$ cat src/rtl/multicycle_ctrl.sv
// ============================================================================
// Module      : multicycle_ctrl
// Description : Multicycle FETCH/DECODE/EXEC/WB control unit for a small RV32
//               subset (ADD, SUB, ADDI, BNE, LUI).
//               Optional macro ILLEGAL_TRAP_EN: illegal instructions halt
//               the core instead of executing as NOP.
// Revision    : 1.0 - initial release
// ============================================================================
`default_nettype none

module multicycle_ctrl #(
    parameter logic [31:0] RESET_PC = 32'h0000_0000
) (
    input  logic        clk,
    input  logic        rst_n,
    output logic        imem_req,
    output logic [31:0] imem_addr,
    input  logic        imem_ack,
    input  logic [31:0] imem_rdata,
    output logic [31:0] pc,
    output logic [31:0] ir,
    output logic [31:0] imm,
    output logic [1:0]  alu_op,
    output logic        alu_src_imm,
    input  logic        alu_zero,
    output logic        rf_we,
    output logic        retire,
    output logic [31:0] instret,
    output logic        illegal
);

    localparam logic [2:0] C_ST_FETCH  = 3'd0;
    localparam logic [2:0] C_ST_DECODE = 3'd1;
    localparam logic [2:0] C_ST_EXEC   = 3'd2;
    localparam logic [2:0] C_ST_WB     = 3'd3;
`ifdef ILLEGAL_TRAP_EN
    localparam logic [2:0] C_ST_HALT   = 3'd4;
`endif

    localparam logic [4:0] C_OPC_OP     = 5'b01100;
    localparam logic [4:0] C_OPC_OPIMM  = 5'b00100;
    localparam logic [4:0] C_OPC_BRANCH = 5'b11000;
    localparam logic [4:0] C_OPC_LUI    = 5'b01101;

    localparam logic [1:0] C_ALU_ADD    = 2'd0;
    localparam logic [1:0] C_ALU_SUB    = 2'd1;
    localparam logic [1:0] C_ALU_PASS_B = 2'd2;

    logic [2:0]  r_state;
    logic [2:0]  w_next_state;
    logic [31:0] r_pc;
    logic [31:0] r_ir;
    logic [31:0] r_instret;
    logic [31:0] w_pc_next;

    logic w_is_add;
    logic w_is_sub;
    logic w_is_addi;
    logic w_is_bne;
    logic w_is_lui;
    logic w_legal;
    logic w_rd_nonzero;

    // ------------------------------------------------------------------
    // Instruction classification; ir is stable from DECODE through WB,
    // so these decodes are valid in every post-fetch state.
    // ------------------------------------------------------------------
    always_comb begin
        w_is_add  = (r_ir[1:0] == 2'b11) && (r_ir[6:2] == C_OPC_OP)
                    && (r_ir[14:12] == 3'b000) && (r_ir[31:25] == 7'b0000000);
        w_is_sub  = (r_ir[1:0] == 2'b11) && (r_ir[6:2] == C_OPC_OP)
                    && (r_ir[14:12] == 3'b000) && (r_ir[31:25] == 7'b0100000);
        w_is_addi = (r_ir[1:0] == 2'b11) && (r_ir[6:2] == C_OPC_OPIMM)
                    && (r_ir[14:12] == 3'b000);
        w_is_bne  = (r_ir[1:0] == 2'b11) && (r_ir[6:2] == C_OPC_BRANCH)
                    && (r_ir[14:12] == 3'b001);
        w_is_lui  = (r_ir[1:0] == 2'b11) && (r_ir[6:2] == C_OPC_LUI);
        w_legal   = w_is_add || w_is_sub || w_is_addi || w_is_bne || w_is_lui;
        w_rd_nonzero = (r_ir[11:7] != 5'd0);
    end

    always_comb begin
        imm = 32'd0;
        if (w_is_addi) begin
            imm = {{20{r_ir[31]}}, r_ir[31:20]};
        end else if (w_is_bne) begin
            imm = {{19{r_ir[31]}}, r_ir[31], r_ir[7], r_ir[30:25], r_ir[11:8], 1'b0};
        end else if (w_is_lui) begin
            imm = {r_ir[31:12], 12'd0};
        end
    end

    always_comb begin
        alu_op      = C_ALU_ADD;
        alu_src_imm = 1'b0;
        if (w_is_sub || w_is_bne) begin
            alu_op = C_ALU_SUB;
        end else if (w_is_addi) begin
            alu_src_imm = 1'b1;
        end else if (w_is_lui) begin
            alu_op      = C_ALU_PASS_B;
            alu_src_imm = 1'b1;
        end
    end

    // ------------------------------------------------------------------
    // FSM: state register
    // ------------------------------------------------------------------
    always_ff @(posedge clk) begin
        if (!rst_n) begin
            r_state <= C_ST_FETCH;
        end else begin
            r_state <= w_next_state;
        end
    end

    // ------------------------------------------------------------------
    // FSM: next-state logic
    // ------------------------------------------------------------------
    always_comb begin
        w_next_state = r_state;
        case (r_state)
            C_ST_FETCH: begin
                if (imem_ack) begin
                    w_next_state = C_ST_DECODE;
                end
            end
            C_ST_DECODE: begin
`ifdef ILLEGAL_TRAP_EN
                w_next_state = w_legal ? C_ST_EXEC : C_ST_HALT;
`else
                w_next_state = C_ST_EXEC;
`endif
            end
            C_ST_EXEC: begin
                // Branches and NOP'd illegal words complete here; the rest write back
                if (w_is_bne || !w_legal) begin
                    w_next_state = C_ST_FETCH;
                end else begin
                    w_next_state = C_ST_WB;
                end
            end
            C_ST_WB: begin
                w_next_state = C_ST_FETCH;
            end
`ifdef ILLEGAL_TRAP_EN
            C_ST_HALT: begin
                w_next_state = C_ST_HALT;
            end
`endif
            default: begin
                w_next_state = C_ST_FETCH;
            end
        endcase
    end

    // ------------------------------------------------------------------
    // FSM: outputs, all strobes gated by reset
    // ------------------------------------------------------------------
    always_comb begin
        imem_req = 1'b0;
        rf_we    = 1'b0;
        retire   = 1'b0;
        if (rst_n) begin
            case (r_state)
                C_ST_FETCH: begin
                    imem_req = 1'b1;
                end
                C_ST_EXEC: begin
                    retire = w_is_bne || !w_legal;
                end
                C_ST_WB: begin
                    rf_we  = w_rd_nonzero;
                    retire = 1'b1;
                end
                default: begin
                    imem_req = 1'b0;
                end
            endcase
        end
    end

    // The pc moves exactly when an instruction retires
    always_comb begin
        w_pc_next = r_pc + 32'd4;
        if ((r_state == C_ST_EXEC) && w_is_bne && !alu_zero) begin
            w_pc_next = r_pc + imm;
        end
    end

    always_ff @(posedge clk) begin
        if (!rst_n) begin
            r_pc      <= RESET_PC;
            r_ir      <= 32'd0;
            r_instret <= 32'd0;
        end else begin
            if ((r_state == C_ST_FETCH) && imem_ack) begin
                r_ir <= imem_rdata;
            end
            if (retire) begin
                r_pc      <= w_pc_next;
                r_instret <= r_instret + 32'd1;
            end
        end
    end

`ifdef ILLEGAL_TRAP_EN
    logic r_illegal;

    always_ff @(posedge clk) begin
        if (!rst_n) begin
            r_illegal <= 1'b0;
        end else if ((r_state == C_ST_DECODE) && !w_legal) begin
            r_illegal <= 1'b1;
        end
    end

    assign illegal = r_illegal;
`else
    assign illegal = 1'b0;
`endif

    assign pc        = r_pc;
    assign imem_addr = r_pc;
    assign ir        = r_ir;
    assign instret   = r_instret;

endmodule

`default_nettype wire

$ cat config.mk
export PLATFORM = sky130hd
export DESIGN_NAME = multicycle_ctrl
export DESIGN_NICKNAME = d
export VERILOG_FILES = /design/src/rtl/multicycle_ctrl.sv
export SDC_FILE = /design/constraint.sdc
export NUM_CORES = 1
export LEC_CHECK = 0
export BUFFER_PORTS_ARGS = -buffer_cell sky130_fd_sc_hd__buf_2
export CORE_UTILIZATION = 48
export DETAILED_ROUTE_END_ITERATION = 10
export GPL_ROUTABILITY_DRIVEN = 0
export PLACE_DENSITY = 0.89
export SETUP_SLACK_MARGIN = 0.1
export SYNTH_ARGS = -nofsm -noshare
export SYNTH_HDL_FRONTEND = slang
export SYNTH_SLANG_ARGS = --single-unit
$ cat constraint.sdc
create_clock -name clk -period 4 [get_ports clk]
set_clock_uncertainty 0.1 [all_clocks]
set_input_delay 0.6 -clock clk [delete_from_list [all_inputs] [get_ports clk]]
set_output_delay 0.6 -clock clk [all_outputs]
set_load 0.01 [all_outputs]
# Word-level counts from Yosys, hierarchy flattened
# Index checks and enable logic that the tools add are counted.
# totals
reg_bits,99
latchBits,0
ramBits,0
mem_bits_ro,0
in_bits,36
out_inout_bits,167
wordCells,61
n_memories,0
# classes
add_sub_neg,3
n_mul,0
n_div,0
n_lt_le_gt_ge,0
n_eq_ne,11
shift,0
mux,19
bitwise,0
n_reduce_logical,24
# op_table
op,n
two-way mux 32 bit,4
"adder 32 x 1 -> 32 bit, second input constant",1
"adder 32 x 3 -> 32 bit, second input constant",1
adder 32 bit,1
logical AND 1 bit,12
"== test 5 x 4 -> 1 bit, second input constant",2
one-hot mux 3 bit (3 select lines),1
two-way mux 1 bit,8
two-way mux 2 bit,4
"== test 7 x 6 -> 1 bit, second input constant",1
logical NOT 7 bit,1
"== test 3 x 1 -> 1 bit, second input constant",2
"== test 3 x 2 -> 1 bit, second input constant",2
logical NOT 3 bit,2
logical OR 1 bit,6
"== test 5 x 3 -> 1 bit, second input constant",1
"== test 5 bit, second input constant",1
nonzero test 5 bit,1
two-way mux 3 bit,1
"== test 2 bit, second input constant",1
logical NOT 1 bit,2
"inequality test 2 bit, second input constant",1
one-hot mux 1 bit (2 select lines),1

# Longest topological paths before layout
# Gate-level depths: netlist (run 1).
# depth
depth_word,12
ltp_mapped,19
mapped_depth_nobuf,16

# Worst setup path after synthesis (run 1)
# No wires, ideal clock.
# synth_timing
kind,flip-flop to flip-flop
startpoint,register r_ir[2] (netlist: ir[2])
endpoint,register r_pc[28] (netlist: imem_addr[28])
setup_ns,0.070
arrival_ns,4.123
required_time_ns,3.830
path_slack_ns,-0.293
stages_incl_launch_ff,19
n_path_buf,2
synth_period_minus_slack_ns,4.293
path_cell_list,dfxtp_1 or3_4 or3_4 nor3_4 nor2_1 nor2b_1 buf_2 buf_2 a21o_1 ha_1 a21oi_1 o21a_1 nand2_1 o31ai_1 and3b_1 nor3_1 a31oi_1 mux2_2 a21oi_1
# synth_via
word_cells_on_any_way,28
classes_between,add/sub (1); eq/ne (4); mux (6); reduce/logical (17)
# synth_lines
item,line_no,source
"start, declared",52,logic [31:0] r_ir;
"start signal, assigned",198,r_ir <= imem_rdata;
== test 5 x 4 -> 1 bit or == test 5 bit (tied branches),"77, 75",
"logical AND 1 bit, on equally long branches","77, 75",
two-way mux 32 bit or logical AND 1 bit (tied branches),"88, 76",
two-way mux 32 bit,86,end else if (w_is_bne) begin
two-way mux 32 bit (*),84,if (w_is_addi) begin
net imm[15],22,"output logic [31:0] imm,"
adder 32 bit (*),187,w_pc_next = r_pc + imm;
two-way mux 32 bit (*),186,if ((r_state == C_ST_EXEC) && w_is_bne && !alu_zero) begin
"end signal, assigned",201,r_pc <= w_pc_next;
"end, declared",51,logic [31:0] r_pc;
# The timed path passes the listed nets; every way through them passes the cells marked *.
# A chain may end at the register's enable or synchronous reset.

# Worst setup path after layout (run 1)
# layout_timing
startpoint,register r_ir[14] (netlist: ir[14])
endpoint,register r_pc[28] (netlist: imem_addr[28])
# layout_via
elab_chain_len,11
word_cells_on_any_way,22
classes_between,add/sub (1); eq/ne (1); mux (6); reduce/logical (14)
# layout_rtl
item
branches (longest 11 deep; another with adder 32 bit)
# Parallel ways; which one is timed is not known.

==> results.json, run 1 <==
{
  "drc": 0,
  "initial_core_util_pct": 49.0,
  "rows": 43,
  "fin_ws_ns": -0.00640,
  "yosysTopAreaCellShare_pct": 29.0,
  "end_kind": "flip-flop",
  "synth_area_leader_cell": "dfxtp_1",
  "nNetsFinal": 1129,
  "cp_slowest_cell": "or3_4",
  "syn_area_per_cell_um2": 7.78,
  "globalRouteMet3Util_pct": 8.16,
  "synth_edf_count": 0,
  "core_area_um2": 13800,
  "synth-seq-cells": 98,
  "synthTopCellsByCount": "nand2_1 (130), dfxtp_1 (98), a21oi_1 (67), o21ai_0 (51)",
  "power.total_mw": 2.30,
  "fmax_mhz": 250,
  "crit_path_max_incr_delay_ns": 0.38,
  "clockBufferDepth": 2,
  "cts_tree": "built",
  "grt_use_met2_pct": 47.4,
  "synth_flop_cell": "dfxtp_1",
  "post-route-period-util_pct": 100,
  "outcome": "finished, violations left",
  "crit_required_ns": 4.19,
  "antenna_found_initial": 0,
  "die_h_um": 121,
  "synth.most_common_cell": "nand2_1",
  "hpwl_mm": 17.0,
  "drtAntennaViolNets": 0,
  "top_usage_layer": "met2",
  "wl_per_cell_um": 19.8,
  "crit_arrival_ns": 4.20,
  "failed_checks": "negative setup slack",
  "slew-limit-headroom_pct": 18.8,
  "powerDensity_nw_per_um2": 264,
  "clk_root_buffer_cell": "clkbuf_16",
  "synth_area_um2": 6770,
  "cap_violations": 0,
  "rsz0062_at_grt": "yes",
  "viasPerCell": 6.27,
  "die_area_um2": 14600,
  "overflow": 0,
  "synthArstFlopShare_pct": 0,
  "ys_warn_count": 0,
  "tightest_slew_ns": 1.21,
  "antennaDiodeCount": 0,
  "grt_pass1_wl_mm": 34.8,
  "p_leak_nw": 4.16,
  "hp-class": "reg -> reg",
  "synth_cell_type_count": 72,
  "max-vdd-ir-drop_v": 0.000271,
  "critPathLaunchType": "flip-flop",
  "pre_cts_slack_ns": 0.000961,
  "synth.area.top_cells": "dfxtp_1 (29%), nand2_1 (7.2%), ha_1 (6.1%)",
  "finalMaxSlewViolations": 0,
  "syn_nets": 940,
  "grt_usage_pct": 30.8,
  "cts_sinks": 98,
  "clkLatencyLatePin_ns": 0.36,
  "hold_ws_ns": 0.375,
  "path_cells": "or3_4 > or3_4 > nor3_4 > nor2_4 > nor2b_2 > ha_4 > and4_4 > a41oi_2 > o21ai_1 > buf_4 > o31ai_4 > and3b_2 > nor3_2 > a31oi_1 > mux2_2 > a21oi_1",
  "grt_max_degree": 48,
  "syn-instance-count": 870,
  "cts_max_level": 3,
  "die_w_um": 121,
  "drt-initial-drc-count": 1252,
  "fin_crit_ns": 4.01,
  "cpMostUsedCell": "or3_4",
  "hold_violations": 0,
  "drt_first_pass_iters": 7,
  "route.vias.total": 7794,
  "drt-total-wl_mm": 24.7,
  "area_delta_synth_final_pct": 28.8,
  "io_pins": 203,
  "clk_pin_slew_ns": 0.07,
  "worstPathMaxFanout": 7,
  "drive_gt1_share_pct": 32.2,
  "use_met1_pct": 40.1,
  "setup_viol": 1,
  "numCtsBuffers": 9,
  "ys_seq_area_share_pct": 29.0,
  "grt_pass1_vias": 6573,
  "port_buffers": 201,
  "criticalPathCategory": "reg -> reg"
}
sequential cells by signal, indices dropped and copies added (netlist names):
name and flops:
imem_addr 32, instret 32, ir 32, r_state 2
metrics by stage:
stage          area (µm²)   TNS, ns  cells  util, %
3_5_place_dp         7980         0   1217     57.7
5_1_grt              8720    -0.496   1244     63.0
3_3_place_gp         7980         0   1217     57.7
2_1_floorplan        6890         0    870        -
4_1_cts              8390         0   1235     60.7
6_report             8720  -0.00640   1244     63.0
power by group:
part	switching, mW	internal (mW)
registers	0.0557	1.01
clock network	0.411	0.572
logic	0.155	0.103
path summary, 6_finish.rpt:
kind                                       to  startpoint  slack, ns  cells after the start
worst min register to register          ir[3]       ir[3]       0.38                      2
worst max register to register  imem_addr[28]      ir[14]     -0.006                     16
worst min-delay path                    ir[3]       ir[3]       0.38                      2
worst max-delay path            imem_addr[28]      ir[14]     -0.006                     16
placed cells by master, fill, tap and decap left out, drive strengths merged, types with 10 or more instances in the layout:
| cell | netlist | layout |
|---|---|---|
| nand2 | 131 | 131 |
| a21oi | 68 | 68 |
| nand4 | 10 | 10 |
| a21boi | 43 | 43 |
| and2 | 31 | 31 |
| nor2 | 40 | 40 |
| nor3 | 17 | 17 |
| dfxtp | 98 | 98 |
| clkbuf | 28 | 11 |
| inv | 22 | 24 |
| nor2b | 10 | 10 |
| xor2 | 20 | 20 |
| nand3 | 27 | 27 |
| xnor2 | 30 | 30 |
| ha | 33 | 33 |
| a22o | 10 | 10 |
| o21ai | 53 | 53 |
| buf | 41 | 247 |
| and3 | 16 | 16 |
| or3 | 14 | 14 |
| a21o | 32 | 32 |
per-layer routing:
layer | share of wire (%) | vias up
met3 | 12 | 166
met5 | 0 | -
met2 | 44 | 603
li1 | - | 3450
met4 | 6.0 | 0
met1 | 38 | 3575
what timing repair did:
action,CTS,global route
resized for setup,17,45
buffers inserted,2,9
pin swaps,6,23
hold buffers,0,0
setup endpoints to repair,4,14
final cells by class:
class	count	area [µm²]
repair buffers	247	1360
multi-input cells	681	4750
well taps	180	225
clock buffers	11	243
inverters	22	85.1
clock inverters	5	85.1
flip-flops and latches	98	1970
fillers	1076	5110
critical path: cells and delay by family (launching register included):
family,cells,cell delay [ns]
mux,1,0.36
buf+inv,1,0.15
compound gates,5,0.87
fa+ha+maj,1,0.24
flops,1,0.35
simple gates,8,1.85
kinds of logic (layout without fill, tap and decap cells):
group	Yosys count	count (layout)	share of synthesized area, %
compound gates	263	263	25.5
xor+xnor	50	50	6.58
fa+ha+maj	34	34	6.39
buf+inv	91	285	7.02
flops	98	98	29.0
mux	3	3	0.462
other cells	1	1	0.0554
simple gates	330	330	25.0
No activity file was read; power rests on OpenSTA's default activity.
==> run 2, diff against run 1 <==
BUFFER_PORTS_ARGS = -buffer_cell sky130_fd_sc_hd__clkbuf_2   (was -buffer_cell sky130_fd_sc_hd__buf_2)
==> results.json, run 2 (synthesis results as in run 1) <==
{
  "outcome": "finished, violations left",
  "failed_checks": "negative setup slack",
  "drt-total-wl_mm": 24.0,
  "die_w_um": 121,
  "antennaDiodeCount": 0,
  "crit_start": "ir[13]",
  "numCtsBuffers": 9,
  "rsz0062_at_grt": "yes",
  "powerDensity_nw_per_um2": 251,
  "core_area_um2": 13800,
  "route.vias.total": 7633,
  "rows": 43,
  "critPathLaunchType": "flip-flop",
  "fillers": 1132,
  "met3_length_mm": 2.51,
  "tightest_slew_ns": 1.39,
  "clkLatencyLatePin_ns": 0.36,
  "holdBufCountCts": 0,
  "overflow": 0,
  "drt_first_pass_iters": 9,
  "clk_root_buffer_cell": "clkbuf_16",
  "crit_required_ns": 4.12,
  "area_delta_synth_final_pct": 27.2,
  "power.total_mw": 2.16,
  "final_common_cell": "clkbuf_2",
  "drive_gt1_share_pct": 31.5,
  "p_leak_nw": 4.10,
  "end_kind": "flip-flop",
  "clk_pin_slew_ns": 0.07,
  "viasPerCell": 6.09,
  "grt_usage_pct": 31.0,
  "hold_violations": 0,
  "setup_viol": 2,
  "fin_ws_ns": -0.0429,
  "multi_input_area_um2": 4610,
  "post-route-period-util_pct": 101,
  "finish.utilization_pct": 62.3,
  "topRoutingLayerUsed": "met4",
  "m1WireLength_mm": 9.25,
  "worstPathMaxFanout": 7,
  "fmax_mhz": 247,
  "hp-class": "in -> reg",
  "antenna_found_initial": 0,
  "grt_pass1_vias": 6872,
  "port_buffers": 201,
  "final_cell_mix": "clkbuf_2 (201), nand2_1 (128), dfxtp_1 (96)",
  "initial_core_util_pct": 49.0,
  "max-vdd-ir-drop_v": 0.000200,
  "criticalPathCategory": "reg -> reg",
  "rrSetupSlack_ns": -0.04,
  "nNetsFinal": 1139,
  "reg2reg_depth": 18,
  "cts_sinks": 98,
  "cts_max_level": 3,
  "wl_per_cell_um": 19.1,
  "seqCellArea_um2": 1960,
  "clockBufferDepth": 2,
  "die_area_um2": 14600,
  "crit_arrival_ns": 4.16,
  "reg2reg_to": "imem_addr[30]",
  "grt_pass1_wl_mm": 35.2,
  "die_h_um": 121,
  "crit_path_end": "imem_addr[30]",
  "grt_max_degree": 81,
  "rr_startpoint": "ir[13]",
  "wl_met2_mm": 10.8,
  "fin_crit_ns": 4.04,
  "cap_violations": 0,
  "cts_tree": "built",
  "hpwl_mm": 16.8,
  "drc": 0,
  "drt-initial-drc-count": 1051,
  "slew-limit-headroom_pct": 7.27,
  "io_pins": 203,
  "drtAntennaViolNets": 0,
  "finalMaxSlewViolations": 0
}
-- run 2: area by class of cell --
type | instances | area share, %
clock buffer | 11 | 2.82
clock inverter | 5 | 0.421
inverter | 22 | 0.988
multi-input combinational | 681 | 53.5
sequential | 98 | 22.8
tap | 180 | 2.62
timing repair buffer | 257 | 16.8
-- run 2: how the worst min path moves through the flow --
stage | start | endpoint | slack, ns | depth (start not counted)
floorplan | ir[13] | ir[13] | 0.38 | 2
global placement | ir[3] | ir[3] | 0.36 | 2
detailed placement | ir[3] | ir[3] | 0.38 | 2
CTS | imem_rdata[7] | ir[7] | 0.37 | 3
global route | imem_rdata[24] | ir[24] | 0.38 | 3
finish | imem_rdata[7] | ir[7] | 0.37 | 3
-- run 2: metrics by stage --
step           setup TNS, ns  hold slack (ns)  setup slack, ns  std cells  cell area, µm²
2_1_floorplan              0            0.382           0.0513        870            6890
3_3_place_gp               0            0.363           0.0607       1224            8030
3_5_place_dp         -0.0287            0.379          -0.0161       1224            8030
4_1_cts                    0            0.365            0.109       1248            8460
5_1_grt               -0.710            0.376           -0.171       1254            8610
6_report             -0.0548            0.367          -0.0429       1254            8610
-- run 2: timing repair --
item	CTS	global route
gates resized for setup	18	27
endpoints found under the hold margin	0	0
setup buffers	7	6
endpoints found under the setup margin	7	16
cloned	1	0
pin swaps	6	23
-- run 2: power by group --
group          switching (mW)  internal, mW
combinational           0.153         0.101
sequential             0.0529          1.01
clock                   0.405         0.443
-- run 2: critical path, cell delays in order (launching register included) --
cell,delay (ns)
dfxtp_2,0.32
or3_4,0.38
or3_4,0.39
nor3_4,0.15
buf_12,0.14
nor2_4,0.08
nor2b_4,0.17
buf_6,0.15
a21o_1,0.11
ha_2,0.20
a21o_1,0.16
a21oi_2,0.08
o31ai_4,0.37
o31ai_4,0.13
and3b_2,0.26
o41ai_2,0.35
a21oi_1,0.12
xor2_1,0.17
a21oi_1,0.08
-- run 2: metal layers --
layer / global-route usage [%] / vias to the layer above
met5: 0 / -
met4: 16.0 / 0
met3: 6.89 / 148
met2: 48.8 / 530
met1: 39.5 / 3480
li1: - / 3475
==> run 3, diff against run 2 <==
MAX_ROUTING_LAYER = met4   (was not set)
==> results.json, run 3 (synthesis results as in run 1) <==
{
  "grt_max_degree": 81,
  "cap_violations": 0,
  "finalMaxSlewViolations": 0,
  "antennaDiodeCount": 0,
  "drtAntennaViolNets": 0,
  "power_switching_mw": 0.615,
  "cts_sinks": 98,
  "core_area_um2": 13800,
  "final_common_cell": "clkbuf_2",
  "seqCellArea_um2": 1960,
  "clk_pin_slew_ns": 0.07,
  "crit_required_ns": 4.12,
  "numCtsBuffers": 9,
  "p_int_mw": 1.55,
  "multi_input_area_um2": 4610,
  "final_cell_mix": "clkbuf_2 (201), nand2_1 (128), dfxtp_1 (96)",
  "end_kind": "flip-flop",
  "overflow": 0,
  "criticalPathCategory": "reg -> reg",
  "antenna_found_initial": 0,
  "wl_met2_mm": 10.7,
  "fmax_mhz": 246,
  "die_h_um": 121,
  "critPathLaunchType": "flip-flop",
  "port_buffers": 201,
  "grt_pass1_vias": 6874,
  "fillers": 1132,
  "worstPathMaxFanout": 7,
  "topRoutingLayerUsed": "met4",
  "hp-class": "in -> reg",
  "hold_ws_ns": 0.367,
  "tns_ns": -0.0885,
  "p_sw_share_pct": 28.4,
  "drc": 0,
  "fin_crit_ns": 4.06,
  "clkPwrFrac_pct": 39.3,
  "p_seq_share_pct": 48.9,
  "initial_core_util_pct": 49.0,
  "fin_ws_ns": -0.0601,
  "m1WireLength_mm": 9.43,
  "die_w_um": 121,
  "route.vias.total": 7686,
  "post-route-period-util_pct": 102,
  "clkLatencyLatePin_ns": 0.36,
  "die_area_um2": 14600,
  "clockBufferDepth": 2,
  "wl_per_cell_um": 19.2,
  "tightest_slew_ns": 1.41,
  "met3_length_mm": 2.45,
  "drt_first_pass_iters": 7,
  "max-vdd-ir-drop_v": 0.000202,
  "io_pins": 203,
  "hold_violations": 0,
  "failed_checks": "negative setup slack",
  "rsz0062_at_grt": "yes",
  "area_delta_synth_final_pct": 27.2,
  "p_leak_nw": 4.10,
  "pre_cts_slack_ns": -0.0161,
  "combPwrFrac_pct": 11.7,
  "slew-limit-headroom_pct": 5.96,
  "hpwl_mm": 16.8,
  "drt-initial-drc-count": 1004,
  "cts_tree": "built",
  "grt_pass1_wl_mm": 35.2,
  "cts_max_level": 3,
  "grt_usage_pct": 31.8,
  "setup_viol": 2,
  "powerDensity_nw_per_um2": 252,
  "crit_arrival_ns": 4.18,
  "drive_gt1_share_pct": 31.5,
  "outcome": "finished, violations left",
  "drt-total-wl_mm": 24.1,
  "viasPerCell": 6.13,
  "nNetsFinal": 1139,
  "rows": 43,
  "clk_root_buffer_cell": "clkbuf_16"
}
run 3: cell types whose count changed in the layout (fill, tap and decap cells not counted):
cell	delta
o21ai_0	+1
o21ai_1	-1
run 3: power groups by stage:
stage                     Sequential, mW  Clock [mW]  Combinational, mW
after global placement              1.08           0              0.244
after global routing                1.06       0.903              0.277
after CTS                           1.06       0.854              0.250
final                               1.06       0.852              0.254
after floorplan                     1.08           0              0.139
after detailed placement            1.08           0              0.248
run 3: metrics by stage:
step | power (mW) | instance area [µm²] | utilization, % | cells
2_1_floorplan | 1.21 | 6890 | - | 870
3_3_place_gp | 1.32 | 8030 | 58.1 | 1224
3_5_place_dp | 1.33 | 8030 | 58.1 | 1224
4_1_cts | 2.16 | 8460 | 61.2 | 1248
5_1_grt | 2.24 | 8610 | 62.3 | 1254
6_report | 2.17 | 8610 | 62.3 | 1254
run 3: critical path, cell delays in order (launching register included):
cell     delay, ns
dfxtp_2       0.32
or3_4         0.38
or3_4         0.39
nor3_4        0.15
buf_12        0.14
nor2_4        0.08
nor2b_4       0.17
buf_6         0.14
a21o_1        0.11
ha_2          0.20
a21o_1        0.16
a21oi_2       0.08
o31ai_4       0.39
o31ai_4       0.13
and3b_2       0.26
o41ai_2       0.35
a21oi_1       0.12
xor2_1        0.17
a21oi_1       0.08
run 3: area by class of cell:
class | instances | share of cell area, %
Clock buffer | 11 | 2.82
Sequential cell | 98 | 22.8
Timing Repair Buffer | 257 | 16.8
Tap cell | 180 | 2.62
Multi-Input combinational cell | 681 | 53.5
Clock inverter | 5 | 0.421
Inverter | 22 | 0.988
run 3: path summary, 6_finish.rpt:
kind / cells after the start / startpoint / slack, ns / to
worst max-delay path: 18 / ir[13] / -0.06 / imem_addr[30]
worst min-delay path: 3 / imem_rdata[7] / 0.37 / ir[7]
worst max register to register: 18 / ir[13] / -0.06 / imem_addr[30]
worst min register to register: 2 / ir[3] / 0.38 / ir[3]
run 3: what timing repair did:
action / 4_1_cts / 5_1_grt
resized for setup: 18 / 26
buffers inserted: 7 / 6
hold buffers: 0 / 0
setup endpoints to repair: 7 / 16
hold endpoints to repair: 0 / 0
cloned: 1 / 0
pin swaps: 6 / 23
run 3: metal layers:
layer | global-route usage, % | vias up
li1 | - | 3471
met1 | 40.0 | 3513
met2 | 48.8 | 546
met3 | 6.08 | 156
met4 | 16.1 | 0
met5 | - | -
